--- src/rtl/sprite_pkg.sv ---
// rtl/sprite_pkg.sv - shared state encoding, attribute entry type and defaults for the sprite scheduler
package sprite_pkg;

  localparam int CORDW_DEF = 16;

  typedef enum logic [1:0] {
    IDLE   = 2'd0,
    SCAN   = 2'd1,
    COMMIT = 2'd2
  } sched_state_e;

  typedef struct packed {
    logic                        vis;
    logic signed [CORDW_DEF-1:0] y;
    logic signed [CORDW_DEF-1:0] x;
  } spr_attr_t;

endpackage

--- src/rtl/sprite_scheduler_if.sv ---
// rtl/sprite_scheduler_if.sv - host/scheduler bundle; drop_cnt exists only with SPRITE_SCHED_DROP_CNT_EN
interface sprite_scheduler_if #(
  parameter int CORDW     = 16,
  parameter int NUM_SPR   = 16,
  parameter int NUM_SLOTS = 4
);
  localparam int IDW = $clog2(NUM_SPR);

  logic                        line;
  logic signed [CORDW-1:0]     line_y;
  logic                        wr_en;
  logic [IDW-1:0]              wr_addr;
  logic signed [CORDW-1:0]     wr_x;
  logic signed [CORDW-1:0]     wr_y;
  logic                        wr_vis;
  logic [NUM_SLOTS*CORDW-1:0]  slot_x;
  logic [NUM_SLOTS*CORDW-1:0]  slot_y;
  logic [NUM_SLOTS*IDW-1:0]    slot_id;
  logic [NUM_SLOTS-1:0]        slot_valid;
  logic                        sched_done;
  logic                        ovf;
  logic                        busy;

`ifdef SPRITE_SCHED_DROP_CNT_EN
  logic [7:0]                  drop_cnt;

  modport master (
    output line, line_y, wr_en, wr_addr, wr_x, wr_y, wr_vis,
    input  slot_x, slot_y, slot_id, slot_valid, sched_done, ovf, busy, drop_cnt
  );

  modport slave (
    input  line, line_y, wr_en, wr_addr, wr_x, wr_y, wr_vis,
    output slot_x, slot_y, slot_id, slot_valid, sched_done, ovf, busy, drop_cnt
  );
`else
  modport master (
    output line, line_y, wr_en, wr_addr, wr_x, wr_y, wr_vis,
    input  slot_x, slot_y, slot_id, slot_valid, sched_done, ovf, busy
  );

  modport slave (
    input  line, line_y, wr_en, wr_addr, wr_x, wr_y, wr_vis,
    output slot_x, slot_y, slot_id, slot_valid, sched_done, ovf, busy
  );
`endif

endinterface

--- src/rtl/sprite_attr_table.sv ---
// rtl/sprite_attr_table.sv - sprite attribute register file, one sync write port, one async read port
module sprite_attr_table
  import sprite_pkg::*;
#(
  parameter int NUM_SPR = 16,
  parameter int IDW     = $clog2(NUM_SPR)
) (
  input  logic           clk,
  input  logic           rst,
  input  logic           wr_en,
  input  logic [IDW-1:0] wr_addr,
  input  spr_attr_t      wr_data,
  input  logic [IDW-1:0] rd_addr,
  output spr_attr_t      rd_data
);

  spr_attr_t mem [NUM_SPR];

  // Only vis is reset; coordinates of an invisible entry never matter.
  always_ff @(posedge clk) begin
    for (int i = 0; i < NUM_SPR; i++) begin
      if (rst) begin
        mem[i].vis <= 1'b0;
      end else if (wr_en && (wr_addr == IDW'(i))) begin
        mem[i] <= wr_data;
      end
    end
  end

  assign rd_data = mem[rd_addr];

endmodule

--- src/rtl/sprite_scheduler.sv ---
// rtl/sprite_scheduler.sv - per-line sprite scheduler; SPRITE_SCHED_DROP_CNT_EN adds the drop_cnt counter
module sprite_scheduler
  import sprite_pkg::*;
#(
  parameter int CORDW      = CORDW_DEF,
  parameter int NUM_SPR    = 16,
  parameter int NUM_SLOTS  = 4,
  parameter int SPR_HEIGHT = 8,
  parameter int SPR_SCALE  = 0
) (
  input logic               clk,
  input logic               rst,
  sprite_scheduler_if.slave bus
);

  localparam int IDW  = $clog2(NUM_SPR);
  localparam int CNTW = $clog2(NUM_SLOTS + 1);
  localparam logic [CNTW-1:0]         SLOTS_C  = CNTW'(NUM_SLOTS);
  localparam logic [IDW-1:0]          LAST_IDX = IDW'(NUM_SPR - 1);
  localparam logic signed [CORDW-1:0] HEIGHT_C = CORDW'(SPR_HEIGHT);

  sched_state_e state, state_nx;

  logic [IDW-1:0]          idx;
  logic [CNTW-1:0]         cnt;
  logic signed [CORDW-1:0] ly_r;
  logic                    ovf_r;
  logic [NUM_SLOTS-1:0]    sh_valid;
  logic signed [CORDW-1:0] sh_x  [NUM_SLOTS];
  logic signed [CORDW-1:0] sh_y  [NUM_SLOTS];
  logic [IDW-1:0]          sh_id [NUM_SLOTS];

  spr_attr_t               wr_attr, rd_attr;
  logic signed [CORDW-1:0] rd_x, rd_y, sub, diff;
  logic                    hit, start, scanning, do_commit;

  always_comb begin
    wr_attr     = '0;
    wr_attr.vis = bus.wr_vis;
    wr_attr.y   = CORDW_DEF'(bus.wr_y);
    wr_attr.x   = CORDW_DEF'(bus.wr_x);
  end

  sprite_attr_table #(
    .NUM_SPR (NUM_SPR),
    .IDW     (IDW)
  ) u_table (
    .clk     (clk),
    .rst     (rst),
    .wr_en   (bus.wr_en),
    .wr_addr (bus.wr_addr),
    .wr_data (wr_attr),
    .rd_addr (idx),
    .rd_data (rd_attr)
  );

  // Distance into the sprite in unscaled rows; negative means line is above it.
  always_comb begin
    rd_x = CORDW'(rd_attr.x);
    rd_y = CORDW'(rd_attr.y);
    sub  = ly_r - rd_y;
    diff = sub >>> SPR_SCALE;
    hit  = rd_attr.vis && !diff[CORDW-1] && (diff < HEIGHT_C);
  end

  always_ff @(posedge clk) begin
    if (rst) begin
      state <= IDLE;
    end else begin
      state <= state_nx;
    end
  end

  always_comb begin
    state_nx = state;
    unique case (state)
      IDLE:    if (bus.line) state_nx = SCAN;
      SCAN:    if (bus.line) state_nx = SCAN;
               else if (idx == LAST_IDX) state_nx = COMMIT;
      COMMIT:  state_nx = bus.line ? SCAN : IDLE;
      default: state_nx = IDLE;
    endcase
  end

  // A line pulse wins over everything, so a pending commit is dropped.
  always_comb begin
    start     = bus.line;
    scanning  = (state == SCAN) && !bus.line;
    do_commit = (state == COMMIT) && !bus.line;
    bus.busy  = (state != IDLE);
  end

  always_ff @(posedge clk) begin
    if (rst) begin
      idx      <= '0;
      cnt      <= '0;
      ly_r     <= '0;
      ovf_r    <= 1'b0;
      sh_valid <= '0;
    end else if (start) begin
      idx      <= '0;
      cnt      <= '0;
      ly_r     <= bus.line_y;
      ovf_r    <= 1'b0;
      sh_valid <= '0;
    end else if (scanning) begin
      if (hit) begin
        if (cnt != SLOTS_C) begin
          cnt <= cnt + CNTW'(1);
          for (int s = 0; s < NUM_SLOTS; s++) begin
            if (cnt == CNTW'(s)) sh_valid[s] <= 1'b1;
          end
        end else begin
          ovf_r <= 1'b1;
        end
      end
      if (idx != LAST_IDX) idx <= idx + IDW'(1);
    end
  end

  always_ff @(posedge clk) begin
    if (scanning && hit) begin
      for (int s = 0; s < NUM_SLOTS; s++) begin
        if (cnt == CNTW'(s)) begin
          sh_x[s]  <= rd_x;
          sh_y[s]  <= rd_y;
          sh_id[s] <= idx;
        end
      end
    end
  end

  always_ff @(posedge clk) begin
    if (rst) begin
      bus.slot_x     <= '0;
      bus.slot_y     <= '0;
      bus.slot_id    <= '0;
      bus.slot_valid <= '0;
      bus.sched_done <= 1'b0;
      bus.ovf        <= 1'b0;
    end else begin
      bus.sched_done <= do_commit;
      if (do_commit) begin
        for (int s = 0; s < NUM_SLOTS; s++) begin
          bus.slot_x[s*CORDW +: CORDW] <= sh_x[s];
          bus.slot_y[s*CORDW +: CORDW] <= sh_y[s];
          bus.slot_id[s*IDW +: IDW]    <= sh_id[s];
        end
        bus.slot_valid <= sh_valid;
        bus.ovf        <= ovf_r;
      end
    end
  end

`ifdef SPRITE_SCHED_DROP_CNT_EN
  logic [7:0] drop_r;

  always_ff @(posedge clk) begin
    if (rst) begin
      drop_r       <= '0;
      bus.drop_cnt <= '0;
    end else begin
      if (start) begin
        drop_r <= '0;
      end else if (scanning && hit && (cnt == SLOTS_C) && (drop_r != 8'hFF)) begin
        drop_r <= drop_r + 8'd1;
      end
      if (do_commit) bus.drop_cnt <= drop_r;
    end
  end
`endif

endmodule
--- src/flat_wrapper.sv ---
// flat-port wrapper written by rule: the top's interface ports become plain ports
module sprite_scheduler_flat import sprite_pkg::*;
#(
  parameter int CORDW      = CORDW_DEF,
  parameter int NUM_SPR    = 16,
  parameter int NUM_SLOTS  = 4,
  parameter int SPR_HEIGHT = 8,
  parameter int SPR_SCALE  = 0
)
  (clk, rst, bus_line, bus_line_y, bus_wr_en, bus_wr_addr, bus_wr_x, bus_wr_y, bus_wr_vis, bus_slot_x, bus_slot_y, bus_slot_id, bus_slot_valid, bus_sched_done, bus_ovf, bus_busy);
  sprite_scheduler_if #(.CORDW(CORDW), .NUM_SPR(NUM_SPR), .NUM_SLOTS(NUM_SLOTS)) bus_i ();
  input logic clk;
  input logic rst;
  input wire logic [$bits(bus_i.line)-1:0] bus_line;
  input wire logic [$bits(bus_i.line_y)-1:0] bus_line_y;
  input wire logic [$bits(bus_i.wr_en)-1:0] bus_wr_en;
  input wire logic [$bits(bus_i.wr_addr)-1:0] bus_wr_addr;
  input wire logic [$bits(bus_i.wr_x)-1:0] bus_wr_x;
  input wire logic [$bits(bus_i.wr_y)-1:0] bus_wr_y;
  input wire logic [$bits(bus_i.wr_vis)-1:0] bus_wr_vis;
  output wire logic [$bits(bus_i.slot_x)-1:0] bus_slot_x;
  output wire logic [$bits(bus_i.slot_y)-1:0] bus_slot_y;
  output wire logic [$bits(bus_i.slot_id)-1:0] bus_slot_id;
  output wire logic [$bits(bus_i.slot_valid)-1:0] bus_slot_valid;
  output wire logic [$bits(bus_i.sched_done)-1:0] bus_sched_done;
  output wire logic [$bits(bus_i.ovf)-1:0] bus_ovf;
  output wire logic [$bits(bus_i.busy)-1:0] bus_busy;
  assign bus_i.line = bus_line;
  assign bus_i.line_y = bus_line_y;
  assign bus_i.wr_en = bus_wr_en;
  assign bus_i.wr_addr = bus_wr_addr;
  assign bus_i.wr_x = bus_wr_x;
  assign bus_i.wr_y = bus_wr_y;
  assign bus_i.wr_vis = bus_wr_vis;
  assign bus_slot_x = bus_i.slot_x;
  assign bus_slot_y = bus_i.slot_y;
  assign bus_slot_id = bus_i.slot_id;
  assign bus_slot_valid = bus_i.slot_valid;
  assign bus_sched_done = bus_i.sched_done;
  assign bus_ovf = bus_i.ovf;
  assign bus_busy = bus_i.busy;
  sprite_scheduler #(.CORDW(CORDW), .NUM_SPR(NUM_SPR), .NUM_SLOTS(NUM_SLOTS), .SPR_HEIGHT(SPR_HEIGHT), .SPR_SCALE(SPR_SCALE)) u_core (.clk(clk), .rst(rst), .bus(bus_i));
endmodule
--- config.mk ---
export PLATFORM = sky130hd
export DESIGN_NAME = sprite_scheduler_flat
export DESIGN_NICKNAME = d
export VERILOG_FILES = /design/src/rtl/sprite_pkg.sv /design/src/rtl/sprite_scheduler_if.sv /design/src/rtl/sprite_attr_table.sv /design/src/rtl/sprite_scheduler.sv /design/src/flat_wrapper.sv
export SDC_FILE = /design/constraint.sdc
export NUM_CORES = 1
export LEC_CHECK = 0
export CAP_MARGIN = 20
export CORE_MARGIN = 2
export CORE_UTILIZATION = 53
export CTS_CLUSTER_DIAMETER = 30
export DETAILED_ROUTE_END_ITERATION = 8
export GPL_TIMING_DRIVEN = 0
export PLACE_DENSITY = 0.85
export SETUP_SLACK_MARGIN = 0.3
export SLEW_MARGIN = 20
export SYNTH_ARGS = -nofsm -noshare
export SYNTH_HDL_FRONTEND = slang
export SYNTH_SLANG_ARGS = --single-unit
--- constraint.sdc ---
create_clock -name clk -period 6.2 [get_ports clk]
set_input_delay 0.62 -clock clk [delete_from_list [all_inputs] [get_ports clk]]
set_output_delay 0.62 -clock clk [all_outputs]
set_load 0.05 [all_outputs]
After elaboration in Yosys (flattened, before gate mapping)

Memory sizes are Yosys's and may differ from the RTL's. A register that Yosys moved wholly into a read port is not among the register bits.
Cells that the tools add are included.

Flip-flop bits (word level): 36
Memory bits (writable): 672
Output and inout port bits: 151
Memories: 4

Memories:

| name               | words | width | read ports | clocked after memory_dff | wr ports | RTL line                | source |
|---|---|---|---|---|---|---|---|
| u_core.u_table.mem | 16    | 33    | 1          | 1                        | 16       | sprite_attr_table.sv:17 | `spr_attr_t mem [NUM_SPR];` |
| u_core.sh_x        | 4     | 16    | 4          | 4                        | 1        | sprite_scheduler.sv:29  | `logic signed [CORDW-1:0] sh_x [NUM_SLOTS];` |
| u_core.sh_y        | 4     | 16    | 4          | 4                        | 1        | sprite_scheduler.sv:30  | `logic signed [CORDW-1:0] sh_y [NUM_SLOTS];` |
| u_core.sh_id       | 4     | 4     | 4          | 4                        | 1        | sprite_scheduler.sv:31  | `logic [IDW-1:0] sh_id [NUM_SLOTS];` |

Add/sub/neg operators: 3
Order comparisons: 1
Eq/ne operators: 25
Muxes and demuxes: 112
Bitwise operators: 17
Reductions and logical operators: 45

Operators by type and width:

| kind                                                 | number |
|---|---|
| two-way mux 16 bit                                   | 6 |
| OR reduction 16 bit                                  | 6 |
| two-way mux 1 bit                                    | 88 |
| == test 4 bit (second input constant)                | 9 |
| two-way mux 2 bit                                    | 12 |
| logical AND 1 bit                                    | 21 |
| two-way mux 4 bit                                    | 5 |
| == test 4 x 3 -> 1 bit (second input constant)       | 4 |
| < comparator 16 x 5 -> 1 bit (second input constant) | 1 |
| OR 1 bit                                             | 16 |
| AND reduction 4 bit                                  | 4 |
| subtractor 16 bit                                    | 1 |
| OR reduction 4 bit                                   | 3 |
| == test 4 x 2 -> 1 bit (second input constant)       | 2 |
| == test 3 x 2 -> 1 bit (second input constant)       | 2 |
| one-hot mux 2 bit (3 select lines)                   | 1 |
| AND reduction 3 bit                                  | 2 |
| adder 4 x 1 -> 4 bit (second input constant)         | 1 |
| == test 4 x 1 -> 1 bit (second input constant)       | 1 |
| zero test 4 bit                                      | 1 |
| inequality test 4 bit (second input constant)        | 1 |
| AND reduction 2 bit                                  | 2 |
| adder 3 x 1 -> 3 bit (second input constant)         | 1 |
| == test 3 x 1 -> 1 bit (second input constant)       | 1 |
| 11 further kinds                                     | 12 |

Logic depth before layout (Yosys ltp)

Gate-level depths: netlist of run 1.

Word-level depth: 11
Mapped depth: 18
Mapped depth without buffers: 13

Hierarchy

A second synthesis of run 1 with hierarchy kept.

Cell total of the unflattened synthesis: 1931
Area, all modules: 31768.0 um^2

Modules (own cells, without submodules):

| module            | times used | cells each | area each (um^2) | seq. area each (um^2) |
|---|---|---|---|---|
| sprite_attr_table | 1          | 881        | 20251.9          | 15855.2 |
| sprite_scheduler  | 1          | 1050       | 11516.0          | 7927.6 |

Worst setup path after synthesis of run 1

OpenSTA, ideal clock, no wires.

Path type: register -> register
Start: reg (tool-made name)
End: mem u_core.sh_id[0][0] (netlist bit) (enable)
Library setup time: 433 ps
Arrival time: 6161 ps
Required time: 5767 ps
Setup slack: -394 ps
Cell stages (with the launch flop): 18
Buffers on the path: 4
Cells stage by stage: dfxtp_1 > buf_6 > buf_6 > clkbuf_1 > buf_1 > mux4_2 > mux4_2 > inv_1 > ha_1 > a21oi_1 > o21a_1 > o21ai_1 > a221oi_1 > a211oi_1 > or4_1 > a21oi_1 > nand4_1 > nor2b_1

RTL lines:

| element   | RTL line |
|---|---|
| to (decl) | sprite_scheduler.sv:31 |

==> flow_metrics.py, run 1 <==
metrics = {
    "status": {
        "status": "completed",
    },
    "setup_path": {
        "critPathMaxStageDelay_ps": 600,
        "cp.arrival_ps": 6150,
        "cp-start-kind": "flip-flop",
        "end_kind": "flip-flop",
        "cp_common_cell": "buf_6",
        "path_max_fanout": 27,
        "crit_path_top_delay_cell": "mux4_2",
        "path_cells": "buf_6 -> buf_6 -> clkbuf_4 -> buf_6 -> mux4_2 -> mux4_2 -> inv_1 -> ha_1 -> a21oi_1 -> o21a_1 -> o21ai_1 -> a221oi_2 -> a211oi_1 -> or4_1 -> a21oi_1 -> nand4_1 -> buf_4 -> nor2b_4 -> buf_12",
        "worstPathRequired_ps": 6570,
        "crit_type": "flip-flop to flip-flop",
    },
    "power": {
        "switchingPower_mw": 3.12,
        "ir_drop_v": 0.000214,
        "power_density_mw_per_mm2": 340,
        "p_seq_frac": 0.458,
        "clkPwrFrac": 0.514,
        "p_comb_frac": 0.028,
        "p_int_mw": 10.5,
        "power.leakage_nw": 13.0,
        "p_sw_frac": 0.228,
        "power.total_mw": 13.7,
    },
    "die": {
        "dieArea_mm2": 0.0625,
        "io_pins": 208,
        "coreArea_mm2": 0.0601,
        "start_util": 0.534,
        "die_x_um": 250,
        "rows": 90,
        "die_y_um": 250,
    },
    "timing": {
        "clock.fmax_ghz": 0.173,
        "clock_skew_ps": 25.3,
        "hold_violations": 0,
        "rsz0062_at_grt": "no",
        "setup_viol": 0,
        "post-route-min-period_ps": 5790,
        "holdWs_ps": 459,
        "worstMarginPinSlew_ps": 1120,
        "maxSlewHeadroom": 0.256,
        "finalMaxSlewViolations": 0,
        "min_period_over_period": 0.934,
        "setup_ws_ps": 412,
    },
    "global_routing": {
        "grt_overflow": 0,
        "top_usage_layer": "met2",
        "grt_usage": 0.304,
        "use_met3": 0.0702,
        "grt_pass1_vias": 21300,
        "met2_usage": 0.500,
        "met1_usage": 0.365,
        "grt_pass1_wl_um": 139000,
        "antenna_found_initial": 11,
        "grt_max_degree": 28,
    },
    "cts": {
        "cts_buffers": 119,
        "clock-sinks": 856,
        "cts_tree": "built",
        "clockBufferDepth": 3,
        "insertion_delay_ps": 690,
        "cts-root-buf": "clkbuf_16",
        "cts_max_level": 3,
        "cts_hold_buf": 0,
        "cts.clk_slew.worst_paths_ps": 60,
    },
    "layout": {
        "final_util": 0.668,
        "drive_gt1_frac": 0.202,
        "layout.nets": 2386,
        "final_common_cell": "edfxtp_1",
        "final_cell_mix": "edfxtp_1, nand2_1, clkdlybuf4s50_1",
        "area_delta_synth_final_pct": 25.1,
    },
    "synth": {
        "ys_types": 64,
        "yosys_register_bits": 856,
        "synth_edf_count": 672,
        "syn_area_per_cell_um2": 16.6,
        "synth-main-ff-cell": "edfxtp_1",
        "synth_warnings": 0,
        "syn-cell-area_mm2": 0.0321,
        "synth-seq-area-share": 0.744,
        "syn_inst": 1933,
        "synth.net_count": 2010,
        "async_reset_ff_frac": 0,
    },
    "placed_design": {
        "post-place-ws_ps": -850,
        "hpwl_um": 54900,
        "port_buffers": 205,
        "gp_congestion": 0.886,
    },
    "detailed_routing": {
        "vias_per_cell": 6.49,
        "drtAntennaViolNets": 0,
        "vias": 20800,
        "post_drt_wl_per_cell_um": 30.3,
        "drtIter0Drc": 3093,
        "drc_errors": 0,
        "dr.pass1.iters": 6,
        "wirelength_um": 96800,
    },
    "job": {
        "drv_cap": 0,
    },
    "min_path": {
        "hold_class": "flip-flop to flip-flop",
    },
}
-- routing by layer --
layer	part of all wire	up-vias	routed length, um
met3	0.12	424	11200
met5	0.00097	-	94
met4	0.068	14	6540
li1	-	8192	-
met2	0.48	1835	46700
met1	0.33	10300	32200
-- flip-flops by register name, summed over array words and instances, names as in the netlist, 3 cells and up, named ones only --
register	flops
bus_slot_id	16
bus_slot_x	64
bus_slot_y	64
u_core.bus.slot_valid	4
u_core.cnt	3
u_core.idx	4
u_core.ly_r	16
u_core.sh_id	16
u_core.sh_valid	4
u_core.sh_x	64
u_core.sh_y	64
u_core.u_table.mem	528
-- cells in the mapped netlist, drive strengths merged (6+ instances only) --
cell type | instances | area [um^2]
nand2 | 323 | 1210
edfxtp | 672 | 20200
a21oi | 166 | 831
nand2b | 11 | 68.8
dfxtp | 184 | 3680
a21o | 8 | 60.1
inv | 28 | 105
clkbuf | 85 | 319
o21ai | 25 | 125
nor2 | 69 | 259
nor3 | 7 | 35.0
mux2i | 30 | 300
nor2b | 13 | 81.3
ha | 20 | 250
buf | 23 | 109
a211oi | 7 | 52.6
nand4 | 14 | 87.6
nand3 | 12 | 65.1
mux4 | 160 | 3600
o31ai | 7 | 52.6
and3 | 6 | 37.5
-- metrics by stage --
stage | cell area [um^2] | setup TNS [ps] | cells
floorplan | 32100 | 0 | 1933
global placement | 35100 | -325750 | 2920
detailed placement | 35800 | -110460 | 2954
CTS | 40100 | 0 | 3188
global route | 40200 | 0 | 3198
finish | 40200 | 0 | 3199
-- kinds of logic after synthesis --
group	after synthesis	share of synthesized area
flip-flops	856	0.744
AND/OR/NAND/NOR	482	0.0647
AO/OA/AOI/OAI	243	0.0439
multiplexers	192	0.122
buffers and inverters	136	0.0166
adder cells (fa/ha/maj)	20	0.00780
XOR/XNOR	4	0.00109
-- cell type report --
| cell class | count | area, um^2 |
|---|---|---|
| inverters | 28 | 105 |
| clock buffers | 141 | 3280 |
| plain buffers | 108 | 484 |
| clock inverters | 84 | 873 |
| multi-input cells | 941 | 7860 |
| repair buffers | 255 | 2710 |
| fillers | 3488 | 20000 |
| diodes | 4 | 10.0 |
| well taps | 782 | 978 |
| flip-flops and latches | 856 | 23900 |
-- worst max-delay path, delay by kind of cell (launching register included) --
| kind | cells | cell delay [ps] |
|---|---|---|
| mux | 2 | 1140 |
| buf+inv | 7 | 1490 |
| fa+ha+maj | 1 | 310 |
| compound gates | 6 | 1240 |
| simple gates | 3 | 920 |
| flops | 1 | 370 |
-- repair_timing --
action,CTS,global route
pin swaps,2,2
setup buffers,9,7
gates resized for setup,35,12
endpoints found under the setup margin,152,150
cloned,0,0
-- power by group through the flow --
stage / clock network [mW] / registers, mW / logic [mW]
2_1_floorplan: 0 / 6.36 / 0.196
3_3_place_gp: 0 / 6.36 / 0.334
3_5_place_dp: 0 / 6.37 / 0.362
4_1_cts: 7.02 / 6.25 / 0.376
5_1_grt: 7.24 / 6.25 / 0.409
6_report: 7.02 / 6.25 / 0.389
-- worst paths after layout --
kind	end	start	slack (ps)	cells past startpoint
setup / recovery	u_core.sh_x[2][14]$_DFFE_PP_	flip-flop	410	19
hold / removal	bus_slot_id[10]$_SDFFE_PP0P_	bus_slot_id[10]$_SDFFE_PP0P_	460	2
setup reg to reg	u_core.sh_x[2][14]$_DFFE_PP_	flip-flop	410	19
hold reg to reg	bus_slot_id[10]$_SDFFE_PP0P_	bus_slot_id[10]$_SDFFE_PP0P_	460	2
Note: power is estimated with default switching activity, not from simulation.
==> run 2: changes to the inputs <==
Settings changed: CORE_UTILIZATION 53 to 59, PLACE_DENSITY 0.85 to 0.9.
Clock period 6.2 ns to 6 ns, I/O delays scaled along.
==> flow_metrics.py, run 2 (synthesis results as in run 1) <==
metrics = {
    "detailed_routing": {
        "post_drt_wl_per_cell_um": 32.9,
        "drc_errors": 0,
        "wirelength_um": 103000,
        "drtIter0Drc": 3254,
        "dr.pass1.iters": 9,
        "vias_per_cell": 6.87,
        "vias": 21400,
        "drtAntennaViolNets": 0,
    },
    "setup_path": {
        "crit_path_top_delay_cell": "a2111oi_4",
        "cp.arrival_ps": 6240,
        "r2r_setup_slack_ps": 330,
        "worstPathRequired_ps": 6570,
        "path_max_fanout": 10,
        "cp-start-kind": "flip-flop",
        "end_kind": "flip-flop",
        "critPathMaxStageDelay_ps": 780,
        "crit_type": "flip-flop to flip-flop",
        "timing.rr.end": "u_core.cnt[1]$_SDFFE_PP0P_",
        "path_cells": "buf_6 -> buf_6 -> clkbuf_4 -> buf_6 -> mux4_2 -> mux4_2 -> inv_1 -> ha_1 -> clkbuf_2 -> a21o_1 -> a21o_1 -> a21oi_1 -> o21ai_0 -> or3_4 -> a2111oi_4 -> nand4b_2 -> mux2i_1",
        "crit_path_end": "u_core.cnt[1]$_SDFFE_PP0P_",
        "reg2reg_depth": 17,
        "cp_common_cell": "buf_6",
    },
    "die": {
        "rows": 85,
        "die_x_um": 237,
        "die_y_um": 237,
        "io_pins": 208,
        "dieArea_mm2": 0.0563,
        "coreArea_mm2": 0.0538,
        "start_util": 0.596,
    },
    "cts": {
        "clock-sinks": 856,
        "cts_max_level": 3,
        "cts-root-buf": "clkbuf_16",
        "cts_tree": "built",
        "cts.clk_slew.worst_paths_ps": 60,
        "cts_buffers": 118,
        "insertion_delay_ps": 680,
        "clockBufferDepth": 3,
    },
    "global_routing": {
        "grt_overflow": 0,
        "grt_usage": 0.365,
        "antenna_found_initial": 10,
        "grt_pass1_wl_um": 146000,
        "grt_pass1_vias": 21900,
        "grt_max_degree": 27,
    },
    "power": {
        "power_density_mw_per_mm2": 348,
        "power.total_mw": 14.0,
        "ir_drop_v": 0.000285,
        "power.leakage_nw": 13.0,
    },
    "layout": {
        "area_delta_synth_final_pct": 25.1,
        "final_cell_mix": "edfxtp_1, nand2_1, clkdlybuf4s50_1",
        "drive_gt1_frac": 0.203,
        "largest-register": "u_core.u_table.mem",
        "largest_reg_flops": 528,
        "layout.nets": 2393,
        "final_common_cell": "edfxtp_1",
    },
    "min_path": {
        "hold_class": "flip-flop to flip-flop",
        "worstHoldStart": "bus_slot_y[5]$_SDFFE_PP0P_",
    },
    "timing": {
        "clock_skew_ps": 31.1,
        "tns_ps": 0,
        "clock.fmax_ghz": 0.176,
        "rsz0062_at_grt": "no",
        "finalMaxSlewViolations": 0,
        "min_period_over_period": 0.946,
        "maxSlewHeadroom": 0.244,
        "post-route-min-period_ps": 5670,
        "worstMarginPinSlew_ps": 1130,
        "hold_violations": 0,
        "setup_viol": 0,
    },
    "placed_design": {
        "hpwl_um": 58100,
        "gp_congestion": 0.910,
        "port_buffers": 205,
    },
    "status": {
        "status": "completed",
    },
    "job": {
        "drv_cap": 0,
    },
}
## run 2: changes by cell type in the layout (fill, tap and decap cells not counted), sizes merged
cell	change
clkinvlp	-1
buf	+10
bufinv	+2
clkinv	+7
inv	-13
## run 2: final cells by class
| cell class | instances | area, um^2 |
|---|---|---|
| Sequential cell | 856 | 23900 |
| Fill cell | 2633 | 13700 |
| Multi-Input combinational cell | 941 | 7870 |
| Clock buffer | 143 | 3230 |
| Timing Repair Buffer | 263 | 2920 |
| Tap cell | 696 | 871 |
| Clock inverter | 79 | 798 |
| Buffer | 108 | 497 |
| Inverter | 28 | 105 |
| Antenna cell | 4 | 10.0 |
## run 2: power breakdown
part           switching [mW]  internal (mW)
clock network            2.82           4.27
registers              0.0279           6.44
logic                   0.268          0.149
total                    3.12           10.9
## run 2: worst min-delay path by stage
| stage | endpoint | cells after the start |
|---|---|---|
| 2_1_floorplan | u_core.sh_valid[3]$_SDFFE_PP0P_ | 2 |
| 3_5_place_dp | bus_slot_y[5]$_SDFFE_PP0P_ | 2 |
| 3_3_place_gp | bus_slot_y[6]$_SDFFE_PP0P_ | 2 |
| 6_report | bus_slot_y[5]$_SDFFE_PP0P_ | 2 |
| 4_1_cts | bus_slot_y[5]$_SDFFE_PP0P_ | 2 |
| 5_1_grt | u_core.sh_valid[3]$_SDFFE_PP0P_ | 2 |
## run 2: layer usage
metal / wire [um] / global-route usage
met4: 8070 / 0.247
met2: 49800 / 0.601
met1: 31900 / 0.419
met5: 61 / 0
met3: 12700 / 0.101
## run 2: per-stage QoR
stage / util / std cells / hold slack (ps) / instance area (um^2) / setup WS, ps
floorplan: - / 1933 / 425 / 32100 / -0.629
global placement: 0.651 / 2834 / 445 / 35000 / -1660
detailed placement: 0.666 / 2873 / 446 / 35800 / -1100
CTS: 0.744 / 3103 / 453 / 40000 / 315
global route: 0.746 / 3117 / 482 / 40200 / 269
finish: 0.746 / 3118 / 455 / 40200 / 325
## run 2: timing repair
action / in CTS / in global routing
hold buffers: 0 / 0
endpoints found under the setup margin: 152 / 152
setup buffers: 8 / 10
gates resized for setup: 37 / 24
pin swaps: 3 / 3
## run 2: worst max-delay path: cells and delay by family (launching register included)
kind	cells	cell delay, ps
flops	1	340
fa+ha+maj	1	250
compound gates	5	1470
simple gates	2	710
buf+inv	6	1280
mux	3	1490
